==> src/rtl/periph_pkg.sv <==
// Shared types and constants for the peripheral launch controller.
package periph_pkg;

  typedef enum logic [2:0] {
    IDLE    = 3'd0,
    C_START = 3'd1,
    C_WAIT  = 3'd2,
    C_DONE  = 3'd3,
    A_START = 3'd4,
    A_WAIT  = 3'd5,
    A_DONE  = 3'd6
  } state_t;

  localparam logic [1:0] BUF_NONE = 2'b00;
  localparam logic [1:0] BUF_CCD  = 2'b01;
  localparam logic [1:0] BUF_ACC  = 2'b10;

endpackage

==> src/rtl/wd_counter.sv <==
// Saturating watchdog counter with a terminal-count flag at TMO_CYC-1.
module wd_counter #(
  parameter int TMO_W   = 20,
  parameter int TMO_CYC = 1000000
) (
  input  logic clk,
  input  logic rst,
  input  logic clr,
  input  logic en,
  output logic tc
);

  localparam logic [TMO_W-1:0] TC_VAL = TMO_W'(TMO_CYC - 1);
  localparam logic [TMO_W-1:0] MAX_VAL = '1;

  logic [TMO_W-1:0] count;

  // Count while enabled, hold at all-ones; clear wins over enable.
  always_ff @(posedge clk or posedge rst) begin
    if (rst) begin
      count <= '0;
    end else if (clr) begin
      count <= '0;
    end else if (en && (count != MAX_VAL)) begin
      count <= count + TMO_W'(1);
    end
  end

  assign tc = (count == TC_VAL);

endmodule

==> src/rtl/periph_launch_ctrl.sv <==
// Launch sequencer for the CCD and the neural accelerator; owns the shared
// frame buffer grant and turns CPU request levels into start pulses.
//
//  state   | meaning
//  --------+---------------------------------------------------------
//  IDLE    | no peripheral active, buffer free; CCD request has priority
//  C_START | one cycle: issue CCD start pulse, grant buffer, clear watchdog
//  C_WAIT  | CCD running; wait for fin or watchdog terminal count
//  C_DONE  | CCD complete, buffer released; hold done until CPU drops en
//  A_START | one cycle: issue ACC start pulse, grant buffer, clear watchdog
//  A_WAIT  | ACC running; wait for fin or watchdog terminal count
//  A_DONE  | ACC complete, buffer released; hold done until CPU drops en
//
// Output registers are loaded from the current state and inputs, so a state
// entered on edge N shows its outputs from edge N+1 (start pulse two cycles
// after the request), while completion and release appear one cycle after fin.
module periph_launch_ctrl
  import periph_pkg::*;
#(
  parameter int TMO_W   = 20,
  parameter int TMO_CYC = 1000000
) (
  input  logic       clk,
  input  logic       rst,
  input  logic       iCCD_en,
  input  logic       iACC_en,
  output logic       oCCD_done,
  output logic       oACC_done,
  output logic       oCCD_start,
  input  logic       iCCD_fin,
  output logic       oACC_start,
  input  logic       iACC_fin,
  output logic [1:0] oBufOwner,
  output logic       oErr,
  input  logic       iErrClr
);

  state_t     state, state_nxt;
  logic       ccd_start_nxt, acc_start_nxt;
  logic       ccd_done_nxt, acc_done_nxt;
  logic [1:0] owner_nxt;
  logic       err_set;
  logic       wd_clr, wd_en, wd_tc;

  wd_counter #(
    .TMO_W  (TMO_W),
    .TMO_CYC(TMO_CYC)
  ) u_wd (
    .clk(clk),
    .rst(rst),
    .clr(wd_clr),
    .en (wd_en),
    .tc (wd_tc)
  );

  // Next-state and next-output decode.
  always_comb begin
    state_nxt     = state;
    ccd_start_nxt = 1'b0;
    acc_start_nxt = 1'b0;
    ccd_done_nxt  = 1'b0;
    acc_done_nxt  = 1'b0;
    owner_nxt     = BUF_NONE;
    err_set       = 1'b0;
    wd_clr        = 1'b0;
    wd_en         = 1'b0;
    case (state)
      IDLE: begin
        if (iCCD_en) state_nxt = C_START;
        else if (iACC_en) state_nxt = A_START;
      end
      C_START: begin
        ccd_start_nxt = 1'b1;
        owner_nxt     = BUF_CCD;
        wd_clr        = 1'b1;
        state_nxt     = C_WAIT;
      end
      C_WAIT: begin
        wd_en     = 1'b1;
        owner_nxt = BUF_CCD;
        // A timeout completes the handshake like a fin so the CPU never hangs;
        // a real fin on the terminal-count cycle is not an error.
        if (iCCD_fin || wd_tc) begin
          owner_nxt = BUF_NONE;
          err_set   = !iCCD_fin;
          if (iCCD_en) begin
            ccd_done_nxt = 1'b1;
            state_nxt    = C_DONE;
          end else begin
            state_nxt = IDLE;
          end
        end
      end
      C_DONE: begin
        if (iCCD_en) ccd_done_nxt = 1'b1;
        else state_nxt = IDLE;
      end
      A_START: begin
        acc_start_nxt = 1'b1;
        owner_nxt     = BUF_ACC;
        wd_clr        = 1'b1;
        state_nxt     = A_WAIT;
      end
      A_WAIT: begin
        wd_en     = 1'b1;
        owner_nxt = BUF_ACC;
        if (iACC_fin || wd_tc) begin
          owner_nxt = BUF_NONE;
          err_set   = !iACC_fin;
          if (iACC_en) begin
            acc_done_nxt = 1'b1;
            state_nxt    = A_DONE;
          end else begin
            state_nxt = IDLE;
          end
        end
      end
      A_DONE: begin
        if (iACC_en) acc_done_nxt = 1'b1;
        else state_nxt = IDLE;
      end
      default: state_nxt = IDLE;
    endcase
  end

  // State and registered outputs.
  always_ff @(posedge clk or posedge rst) begin
    if (rst) begin
      state      <= IDLE;
      oCCD_start <= 1'b0;
      oACC_start <= 1'b0;
      oCCD_done  <= 1'b0;
      oACC_done  <= 1'b0;
      oBufOwner  <= BUF_NONE;
    end else begin
      state      <= state_nxt;
      oCCD_start <= ccd_start_nxt;
      oACC_start <= acc_start_nxt;
      oCCD_done  <= ccd_done_nxt;
      oACC_done  <= acc_done_nxt;
      oBufOwner  <= owner_nxt;
    end
  end

  // Sticky timeout flag; a clear request beats a same-cycle set.
  always_ff @(posedge clk or posedge rst) begin
    if (rst) begin
      oErr <= 1'b0;
    end else if (iErrClr) begin
      oErr <= 1'b0;
    end else if (err_set) begin
      oErr <= 1'b1;
    end
  end

endmodule

==> config.mk <==
export PLATFORM = sky130hd
export DESIGN_NAME = periph_launch_ctrl
export DESIGN_NICKNAME = d
export VERILOG_FILES = /design/src/rtl/periph_pkg.sv /design/src/rtl/wd_counter.sv /design/src/rtl/periph_launch_ctrl.sv
export SDC_FILE = /design/constraint.sdc
export NUM_CORES = 1
export LEC_CHECK = 0
export BUFFER_PORTS_ARGS = -buffer_cell sky130_fd_sc_hd__buf_2
export CAP_MARGIN = 20
export CORE_ASPECT_RATIO = 0.7
export CORE_MARGIN = 1
export CORE_UTILIZATION = 30
export CTS_CLUSTER_DIAMETER = 150
export DETAILED_ROUTE_END_ITERATION = 7
export GPL_TIMING_DRIVEN = 0
export PLACE_DENSITY = 0.5
export SETUP_SLACK_MARGIN = 0.5
export SLEW_MARGIN = 20
export SYNTH_ARGS = -nofsm -noshare
export SYNTH_HDL_FRONTEND = slang
export SYNTH_SLANG_ARGS = --single-unit
export TNS_END_PERCENT = 100
==> constraint.sdc <==
create_clock -name clk -period 3.3 [get_ports clk]
set_clock_uncertainty 0.1 [all_clocks]
set_input_delay 0.33 -clock clk [delete_from_list [all_inputs] [get_ports clk]]
set_output_delay 0.33 -clock clk [all_outputs]
set_load 0.005 [all_outputs]
Word level (Yosys, flattened, before mapping)
Cells that the tools add are included.
{ "totals": {"register_bits": 30, "in_bits": 7, "out_inout_bits": 7, "wordCells": 62} }
{ "classes": {"add_sub_neg": 1, "eq_ne": 13, "n_mux": 29, "n_reduce_logical": 11} }
{ "op_table": {"columns": ["cell", "count"], "rows": [
  ["$mux 20", 2],
  ["$mux 3", 7],
  ["$pmux 3 s7", 1],
  ["$add 20x1->20 const B", 1],
  ["$eq 20x20->1 const B", 1],
  ["$ne 20x20->1 const B", 1],
  ["$mux 1", 13],
  ["$eq 3x3->1 const B", 3],
  ["$ne 2x2->1 const B", 4],
  ["$pmux 2 s4", 1],
  ["$eq 3x2->1 const B", 2],
  ["$pmux 1 s2", 3],
  ["$reduce_and 5->1", 1],
  ["$mux 2", 2],
  ["$reduce_bool 2->1", 2],
  ["$reduce_or 2->1", 2],
  ["$eq 3x1->1 const B", 1],
  ["$logic_not 3->1", 1],
  ["$ne 3x3->1 const B", 1],
  ["$logic_not 1->1", 2],
  ["$logic_or 1x1->1", 2],
  ["$logic_and 1x1->1", 1]
]} }

Longest topological paths before layout
Gate-level depths: netlist of the first run.
{ "logic_depth": {"word_depth": 6, "depth_mapped": 7, "mapped_depth_nobuf": 6} }

Hierarchy
A second synthesis of the first run with hierarchy kept.
{ "hier_totals": {"cells_unflattened": 196, "area_unflattened_um2": 1870.5} }
{ "by_module_without_submodules": {"columns": ["module", "instances", "cells_each", "area_per_inst_um2", "seq_area_each_um2"], "rows": [
  ["wd_counter", 1, 143, 1340.0, 500.5],
  ["periph_launch_ctrl", 1, 53, 530.5, 250.2]
]} }

Worst setup path before layout of the first run
Ideal clock, no wire load.
{ "synth_path": {"path_type": "register to register", "from": "register u_wd.count[0]", "to": "register u_wd.count[19]", "arrival_time_ns": 1.547, "slack_ns": 1.521, "path_stages_with_launch": 7, "n_path_buf": 0, "period_less_slack_ns": 1.779, "cell_sequence": "dfrtp_1 ha_1 nand3_1 nor4_4 and4bb_2 xnor2_1 nor2_1"} }
{ "synth_via": {"elab_chain_cells": 3} }
{ "synth_lines": {"columns": ["item", "line_no", "text"], "rows": [
  ["from (decl)", "wd_counter.sv:16", "logic [TMO_W-1:0] count;"],
  ["from (signal assigned)", "wd_counter.sv:25", "count <= count + TMO_W'(1);"],
  ["$add 20x1->20 or $ne 20x20->1 (tied branches)", "wd_counter.sv:25, wd_counter.sv:24", null],
  ["$mux 20 or $logic_and 1x1->1 (tied branches)", "wd_counter.sv:24", "end else if (en && (count != MAX_VAL)) begin"],
  ["$mux 20 or $reduce_bool 2->1 (tied branches)", null, null]
]} }
Several ways; a longest one is shown, not always the timed one. The select of a mux whose other input is x is not followed.
A chain may end at the register's enable or synchronous reset.

Final worst setup path of the first run
{ "layout_path": {"from": "register u_wd.count[0]", "to": "register u_wd.count[3]"} }
The elaborated chain is that of the path after synthesis.

==> results of run 1 <==
[kinds of logic after synthesis]
logic type / count (synthesis) / share of synthesized area [%]
adder cells (fa/ha/maj): 1 / 0.773
buffers and inverters: 11 / 3.25
flip-flops: 30 / 46.4
AO/OA/AOI/OAI: 35 / 15.2
AND/OR/NAND/NOR: 80 / 28.9
XOR/XNOR: 10 / 5.41
[how the worst min path moves through the flow]
stage / startpoint / endpoint / slack (ps)
after floorplan: iErrClr / oErr$_DFFE_PP0P_ / 300
after global placement: oErr$_DFFE_PP0P_ / oErr$_DFFE_PP0P_ / 380
after detailed placement: rst / state[0]$_DFFE_PP0P_ / 360
after CTS: rst / state[0]$_DFFE_PP0P_ / 60
after global routing: iErrClr / oErr$_DFFE_PP0P_ / 90
final: rst / state[0]$_DFFE_PP0P_ / 30
[critical path: stages, from the launching register on]
cell and delay, ps:
dfrtp_1 400, ha_1 210, nand3_1 210, nor4_4 550
a21o_4 230, buf_6 130, o211ai_1 90, o31ai_1 100
[sequential cells by signal, summed over array words and instances (netlist names)]
name,flops
oACC_done,1
oACC_start,1
oBufOwner,2
oCCD_done,1
oCCD_start,1
oErr,1
state,3
u_wd.count,20
[cell type report]
| class | count | area share (%) |
|---|---|---|
| repair buffers | 13 | 3.50 |
| flip-flops and latches | 30 | 40.3 |
| well taps | 69 | 4.64 |
| clock buffers | 7 | 4.64 |
| clock inverters | 1 | 0.269 |
| inverters | 6 | 1.21 |
| multi-input cells | 126 | 43.8 |
| plain buffers | 5 | 1.61 |
[placed cells by master, fill, tap and decap left out, drive strengths merged, types with 5 or more instances in the layout]
master,count
dfrtp,30
nor2,25
buf,15
nor3,11
xnor2,10
nand3,10
clkbuf,10
nand2,8
o21ai,7
o211ai,6
inv,6
a21oi,5
[routing by layer]
metal  global-route usage, %  up-vias  routed length (um)
met2                    19.5       21                1420
li1                        -      657                   -
met1                    20.3      694                1960
met4                    3.89        0                  27
met5                       0        -                   0
met3                    3.74        5                 126
[power breakdown]
| group | internal [uW] | total [uW] | switching, uW |
|---|---|---|---|
| Combinational | 147 | 390 | 243 |
| Sequential | 422 | 458 | 36.4 |
| Clock | 168 | 301 | 133 |
[metrics by stage]
step / setup WS, ps / instance area (sq um) / instances
after floorplan: 1520 / 1620 / 167
after global placement: 1220 / 1770 / 249
after detailed placement: 1200 / 1770 / 249
after CTS: 1180 / 1860 / 257
after global routing: 996 / 1860 / 257
final: 1200 / 1860 / 257
==> impl_metrics.ini, run 1 <==
[critical_path]
start_kind = register
crit_required_ps = 3390
rrSetupSlack_ps = 1200
cp_max_fo = 10
cp-end-kind = register
r2r_end = u_wd.count[3]$_DFFE_PP0P_
rr_worst_depth = 7
crit_type = register to register
worstReg2RegStart = u_wd.count[0]$_DFFE_PP0P_
cp-endpoint = u_wd.count[3]$_DFFE_PP0P_
startpoint = u_wd.count[0]$_DFFE_PP0P_
arrival_ps = 2190

[floorplanning]
dieArea_sq_um = 5700
die_h_um = 63.4
coreArea_sq_um = 4970
die_w_um = 89.8
ios = 14
initial_core_util_pct = 32.6
rows = 21

[clock_network]
clk_pin_slew_ps = 60
cts_tree = yes
hold_buffers = 0
cts_root_buf = clkbuf_8
ctsResizeCount = 0
clk_latency_ps = 280
htreeDepth = 2
post_cts_buffers = 0
clockBufferDepth = 2
cts_made_buffers = 5
clock_sinks = 30

[synthesis]
synth_common_cells = dfrtp_1, nor2_1, nor3_1
synth_area_per_cell_sq_um = 9.69
seq_area_frac_synth_pct = 46.4
synth_seq_cells = 30
synth_top_area_share_pct = 46.4
yosys.cell_count.top_type = dfrtp_1
async_flop_share_pct = 100
synth_ff_type = dfrtp_1
ys_top_cells_by_area = dfrtp_1, nor2_1, xnor2_1, nor3_1, nand3_1
synth_cell_types = 42
ys_warn_count = 0
syn_nets = 175
synth_enable_flop_cells = 0
yosys.area.top_type = dfrtp_1
syn_inst = 167
synth_area_sq_um = 1620

[run_status]
status = finished, final reports clean

[sta]
rsz0062_at_grt = false
slew_headroom_pct = 54.9
finalCritPeriodShare_pct = 63.6
min_period_ps = 2100
finalSetupTns_ps = 0
maxSlewViolCount = 0
fmax_mhz = 476
setup_violations = 0
tightest_slew_ps = 673
whs_ps = 31.4
hold_viol = 0

[global_route]
grt_pass1_wl_mm = 6.19
grt_pass1_vias = 1307
grt_antenna_before_repair = 0
grt_usage_pct = 13.8
overflow = 0
grt_max_degree = 31

[final_layout]
final-seq-area_sq_um = 751
post-route-util_pct = 37.5
area_growth_pct = 15.0
diodes = 0
multi_input_area_sq_um = 815
num-fill-cells = 497
drive_gt1_share_pct = 16.5
final_nets = 195

[power]
peakVddDrop_v = 0.000220
p_leak_uw = 0.000800
power_uw = 1150
powerDensity_nw_per_um2 = 617

[hold_path]
hp-class = input pin to async pin

[routing]
drt.antenna.violating_nets = 0
drc_errors = 0
wl_per_cell_um = 13.7
num_vias = 1377
vias_per_cell = 5.36
drt-initial-drc-count = 78
wl_mm = 3.53
dr.pass1.iters = 4

[placed_design]
io_buffers = 13
gp_congestion = 0.819
dpl.hpwl_mm = 2.63

[flow_run]
cap_violations = 0
Power figures use the tool's default switching activity.
==> run 2, diff against run 1 <==
Clock period 3.3 ns to 1.95 ns, I/O delays scaled along.
==> impl_metrics.ini, run 2 (synthesis results as in run 1) <==
[run_status]
status = finished, final reports clean

[power]
p_seq_share_pct = 29.2
p_clk_share_pct = 17.5
peakVddDrop_v = 0.000477
p_int_uw = 1690
p_leak_uw = 0.00120
combPwrFrac_pct = 53.3
switching_share_pct = 37.6
power_switching_uw = 1020
powerDensity_nw_per_um2 = 959

[sta]
finalCritPeriodShare_pct = 92.9
tightest_slew_ps = 644
rsz0062_at_grt = true
setup_violations = 0
slew_headroom_pct = 57.0
whs_ps = 116
maxSlewViolCount = 0
hold_viol = 0
worst_slack_ps = 139
min_period_ps = 1810
fmax_mhz = 552

[critical_path]
slowest_stage = dfrtp_1
start_kind = register
crit_chain = nand4_1 -> buf_4 -> nor4_4 -> buf_6 -> a21o_4 -> buf_6 -> o211ai_1 -> o31ai_1
crit_path_frequent_cell = buf_6
cp-end-kind = register
crit_required_ps = 2030
crit_type = register to register
arrival_ps = 1890
slowest_delay_ps = 390
cp_max_fo = 6

[routing]
drc_errors = 0
wl_per_cell_um = 15.8
drt-initial-drc-count = 77
num_vias = 1645
wl_mm = 5.03
vias_per_cell = 5.16
drt.antenna.violating_nets = 0
dr.pass1.iters = 4

[floorplanning]
coreArea_sq_um = 4970
ios = 14
initial_core_util_pct = 32.6
die_w_um = 89.8
die_h_um = 63.4
rows = 21
dieArea_sq_um = 5700

[final_layout]
num-fill-cells = 397
area_growth_pct = 74.2
stdcell_area_sq_um = 2820
layout_commonest_cell = buf_4
multi_input_area_sq_um = 1180
final_cell_mix = buf_4, dfrtp_1, buf_6
drive_gt1_share_pct = 59.6
largest_register_ffs = 20
final_nets = 258
post-route-util_pct = 56.8
reg_top3 = u_wd.count (20), state (3), oBufOwner (2)
top_register = u_wd.count
final-seq-area_sq_um = 761
final_cells = 319
diodes = 0

[clock_network]
clockBufferDepth = 2
clk_pin_slew_ps = 70
cts_root_buf = clkbuf_8
clk_latency_ps = 280
clock_sinks = 30
htreeDepth = 2
cts_made_buffers = 5
cts_tree = yes

[placed_design]
gp_congestion = 0.807
placedInstanceArea_sq_um = 1820
io_buffers = 13
dpl.hpwl_mm = 2.52
place_ws_ps = -74.4
dp_cells = 249

[global_route]
overflow = 0
grt_pass1_vias = 1570
grt_usage_pct = 17.5
grt_pass1_wl_mm = 7.75
grt_max_degree = 31
grt_antenna_before_repair = 0

[flow_run]
cap_violations = 0

[hold_path]
hp-class = input pin to register
[run 2: cell count changes in the layout (fill, tap and decap cells not counted), moves of 4 or more]
cell,delta
nand3_1,-4
buf_6,+18
dfrtp_2,+8
clkbuf_1,-4
nor2_1,-7
nor2_2,+4
nor3_4,+5
buf_4,+40
dfrtp_1,-8
nor3_1,-8
[run 2: timing repair]
item,4_1_cts,5_1_grt
hold buffers,2,0
resized for setup,57,37
gates cloned,2,0
hold endpoints to repair,31,0
buffers inserted,41,18
endpoints found under the setup margin,29,28
pin swaps,31,34
[run 2: metal layers]
layer | share of wire, % | global-route usage [%]
met3 | 3.9 | 5.56
met4 | 1.4 | 3.69
met5 | 0 | 0
met1 | 47 | 23.6
met2 | 48 | 27.5
[run 2: layout make-up]
class                           instances  area share, %
Buffer                                  5           2.17
Clock buffer                            5           2.44
Clock inverter                          2          0.355
Inverter                                6          0.799
Multi-Input combinational cell        126           41.8
Sequential cell                        30           27.0
Tap cell                               69           3.06
Timing Repair Buffer                   76           22.4
[run 2: worst max-delay path, delay by kind of cell (launching register included)]
family	cells	cell delay (ps)
buffers and inverters	3	460
AOI/OAI and AO/OA	3	340
and+or+nand+nor	2	420
DFF	1	390
[run 2: power groups by stage]
stage          Combinational (uW)  Sequential [uW]  Clock [uW]
2_1_floorplan                 506              778           0
4_1_cts                      1110              783         475
3_3_place_gp                  680              779           0
6_report                     1440              790         474
5_1_grt                      1540              803         513
3_5_place_dp                  689              784           0
[run 2: final timing paths]
path / from / to / slack (ps) / cells past startpoint
max: u_wd.count[16]$_DFFE_PP0P_ / u_wd.count[2]$_DFFE_PP0P_ / 140 / 8
min: iACC_fin / oBufOwner[1]$_DFF_PP0_ / 120 / 3
max reg2reg: u_wd.count[16]$_DFFE_PP0P_ / u_wd.count[2]$_DFFE_PP0P_ / 140 / 8
min reg2reg: oErr$_DFFE_PP0P_ / oErr$_DFFE_PP0P_ / 420 / 2
max in group asynchronous: rst / u_wd.count[10]$_DFFE_PP0P_ / 840 / 3
min in group asynchronous: rst / u_wd.count[17]$_DFFE_PP0P_ / 450 / 3
[run 2: stage by stage]
| step | setup TNS, ps | power [uW] |
|---|---|---|
| 3_5_place_dp | -286 | 1470 |
| 3_3_place_gp | -116 | 1460 |
| 4_1_cts | 0 | 2360 |
| 6_report | 0 | 2700 |
| 2_1_floorplan | 0 | 1280 |
| 5_1_grt | 0 | 2860 |
==> run 3, diff against run 2 <==
Settings changed: CTS_BUF_LIST from default to sky130_fd_sc_hd__clkbuf_16.
==> impl_metrics.ini, run 3 (synthesis results as in run 1) <==
[final_layout]
top_register = u_wd.count
final_nets = 252
drive_gt1_share_pct = 59.0
layout_commonest_cell = buf_4
post-route-util_pct = 56.2
stdcell_area_sq_um = 2790
largest_register_ffs = 20
area_growth_pct = 72.5
reg_top3 = u_wd.count (20), state (3), oBufOwner (2)
final_cells = 313
final_cell_mix = buf_4, dfrtp_1, buf_6
diodes = 0

[floorplanning]
die_w_um = 89.8
die_h_um = 63.4
dieArea_sq_um = 5700
initial_core_util_pct = 32.6
rows = 21
coreArea_sq_um = 4970
ios = 14

[routing]
dr.pass1.iters = 4
drt.antenna.violating_nets = 0
wl_met2_mm = 2.47
wl_met3_um = 280
vias_per_cell = 5.23
wl_per_cell_um = 16.3
drt-initial-drc-count = 62
dr.max_layer_used = met4
wl_mm = 5.11
drc_errors = 0
wl_met1_mm = 2.29
num_vias = 1638

[critical_path]
arrival_ps = 1930
crit_chain = ha_4 -> and3_4 -> nand3_2 -> o21ai_4 -> o221ai_1 -> a22o_1
slowest_stage = dfrtp_1
cp-end-kind = register
cp_max_fo = 4
slowest_delay_ps = 420
rr_worst_depth = 6
crit_type = register to register
r2r_end = state[1]$_DFFE_PP0P_
worstReg2RegStart = u_wd.count[0]$_DFFE_PP0P_
crit_required_ps = 2000
startpoint = u_wd.count[0]$_DFFE_PP0P_
rrSetupSlack_ps = 70
start_kind = register

[global_route]
grt_antenna_before_repair = 0
grt_pass1_wl_mm = 7.93
grt_usage_pct = 17.8
overflow = 0
grt_pass1_vias = 1580
grt_max_degree = 31

[clock_network]
clock_sinks = 30
cts_root_buf = clkbuf_16
clockBufferDepth = 2
htreeDepth = 2
clk_pin_slew_ps = 50
clk_latency_ps = 270
cts_made_buffers = 5
cts_tree = yes

[placed_design]
placedInstanceArea_sq_um = 1820
dp_cells = 249
place_ws_ps = -74.4
io_buffers = 13
dpl.hpwl_mm = 2.52
gp_congestion = 0.807

[power]
power_uw = 2800
p_leak_uw = 0.00117
powerDensity_nw_per_um2 = 1000
peakVddDrop_v = 0.000504

[hold_path]
hp-class = input pin to register
worstHoldPathCells = 3
worstHoldEndpoint = oBufOwner[1]$_DFF_PP0_
worstHoldStart = iACC_fin

[sta]
hold_viol = 0
worst_slack_ps = 68.6
maxSlewViolCount = 0
finalCritPeriodShare_pct = 96.5
setup_violations = 0
rsz0062_at_grt = true
fmax_mhz = 532
slew_headroom_pct = 57.3
min_period_ps = 1880
tightest_slew_ps = 640

[flow_run]
cap_violations = 0

[run_status]
status = finished, final reports clean
run 3: routing by layer:
layer  up-vias  global-route usage (%)
met5         -                       0
met4         0                    4.10
met3         8                    5.19
met2        40                    28.0
met1       814                    24.2
li1        776                       -
run 3: layout make-up:
class | count | area (sq um)
Fill cell | 409 | 2180
Inverter | 6 | 22.5
Multi-Input combinational cell | 126 | 1160
Sequential cell | 30 | 761
Clock inverter | 2 | 10.0
Buffer | 5 | 52.6
Timing Repair Buffer | 70 | 571
Tap cell | 69 | 86.3
Clock buffer | 5 | 125
run 3: where the power goes:
part           internal, uW  switching (uW)  total, uW
clock                   459             256        716
sequential              717            75.2        792
combinational           623             669       1290
run 3: timing repair:
item                                    CTS  global route
gates resized for setup                  57            35
endpoints found under the setup margin   29            28
gates cloned                              2             0
hold endpoints to repair                 31             0
hold buffers                              2             0
pin swaps                                31            27
setup buffers                            41            12
run 3: worst max-delay path by stage:
stage                                  to  slack [ps]  cells after the start
6_report             state[1]$_DFFE_PP0P_          70                      6
5_1_grt              state[1]$_DFFE_PP0P_          20                      6
4_1_cts              state[1]$_DFFE_PP0P_         150                      5
3_5_place_dp    u_wd.count[0]$_DFFE_PP0P_         -70                      7
3_3_place_gp   u_wd.count[19]$_DFFE_PP0P_         -40                      5
2_1_floorplan  u_wd.count[19]$_DFFE_PP0P_         220                      6
run 3: worst max-delay path: cells and delay by family, from the launching register on:
family                   cells  cell delay [ps]
AO/OA/AOI/OAI                3              670
flip-flops                   1              420
AND/OR/NAND/NOR              2              380
adder cells (fa/ha/maj)      1              190
run 3: stage by stage:
step                hold slack [ps]  setup TNS [ps]
floorplan                       161               0
global placement                248            -116
detailed placement              212            -286
CTS                             114               0
global route                    145               0
finish                          124               0
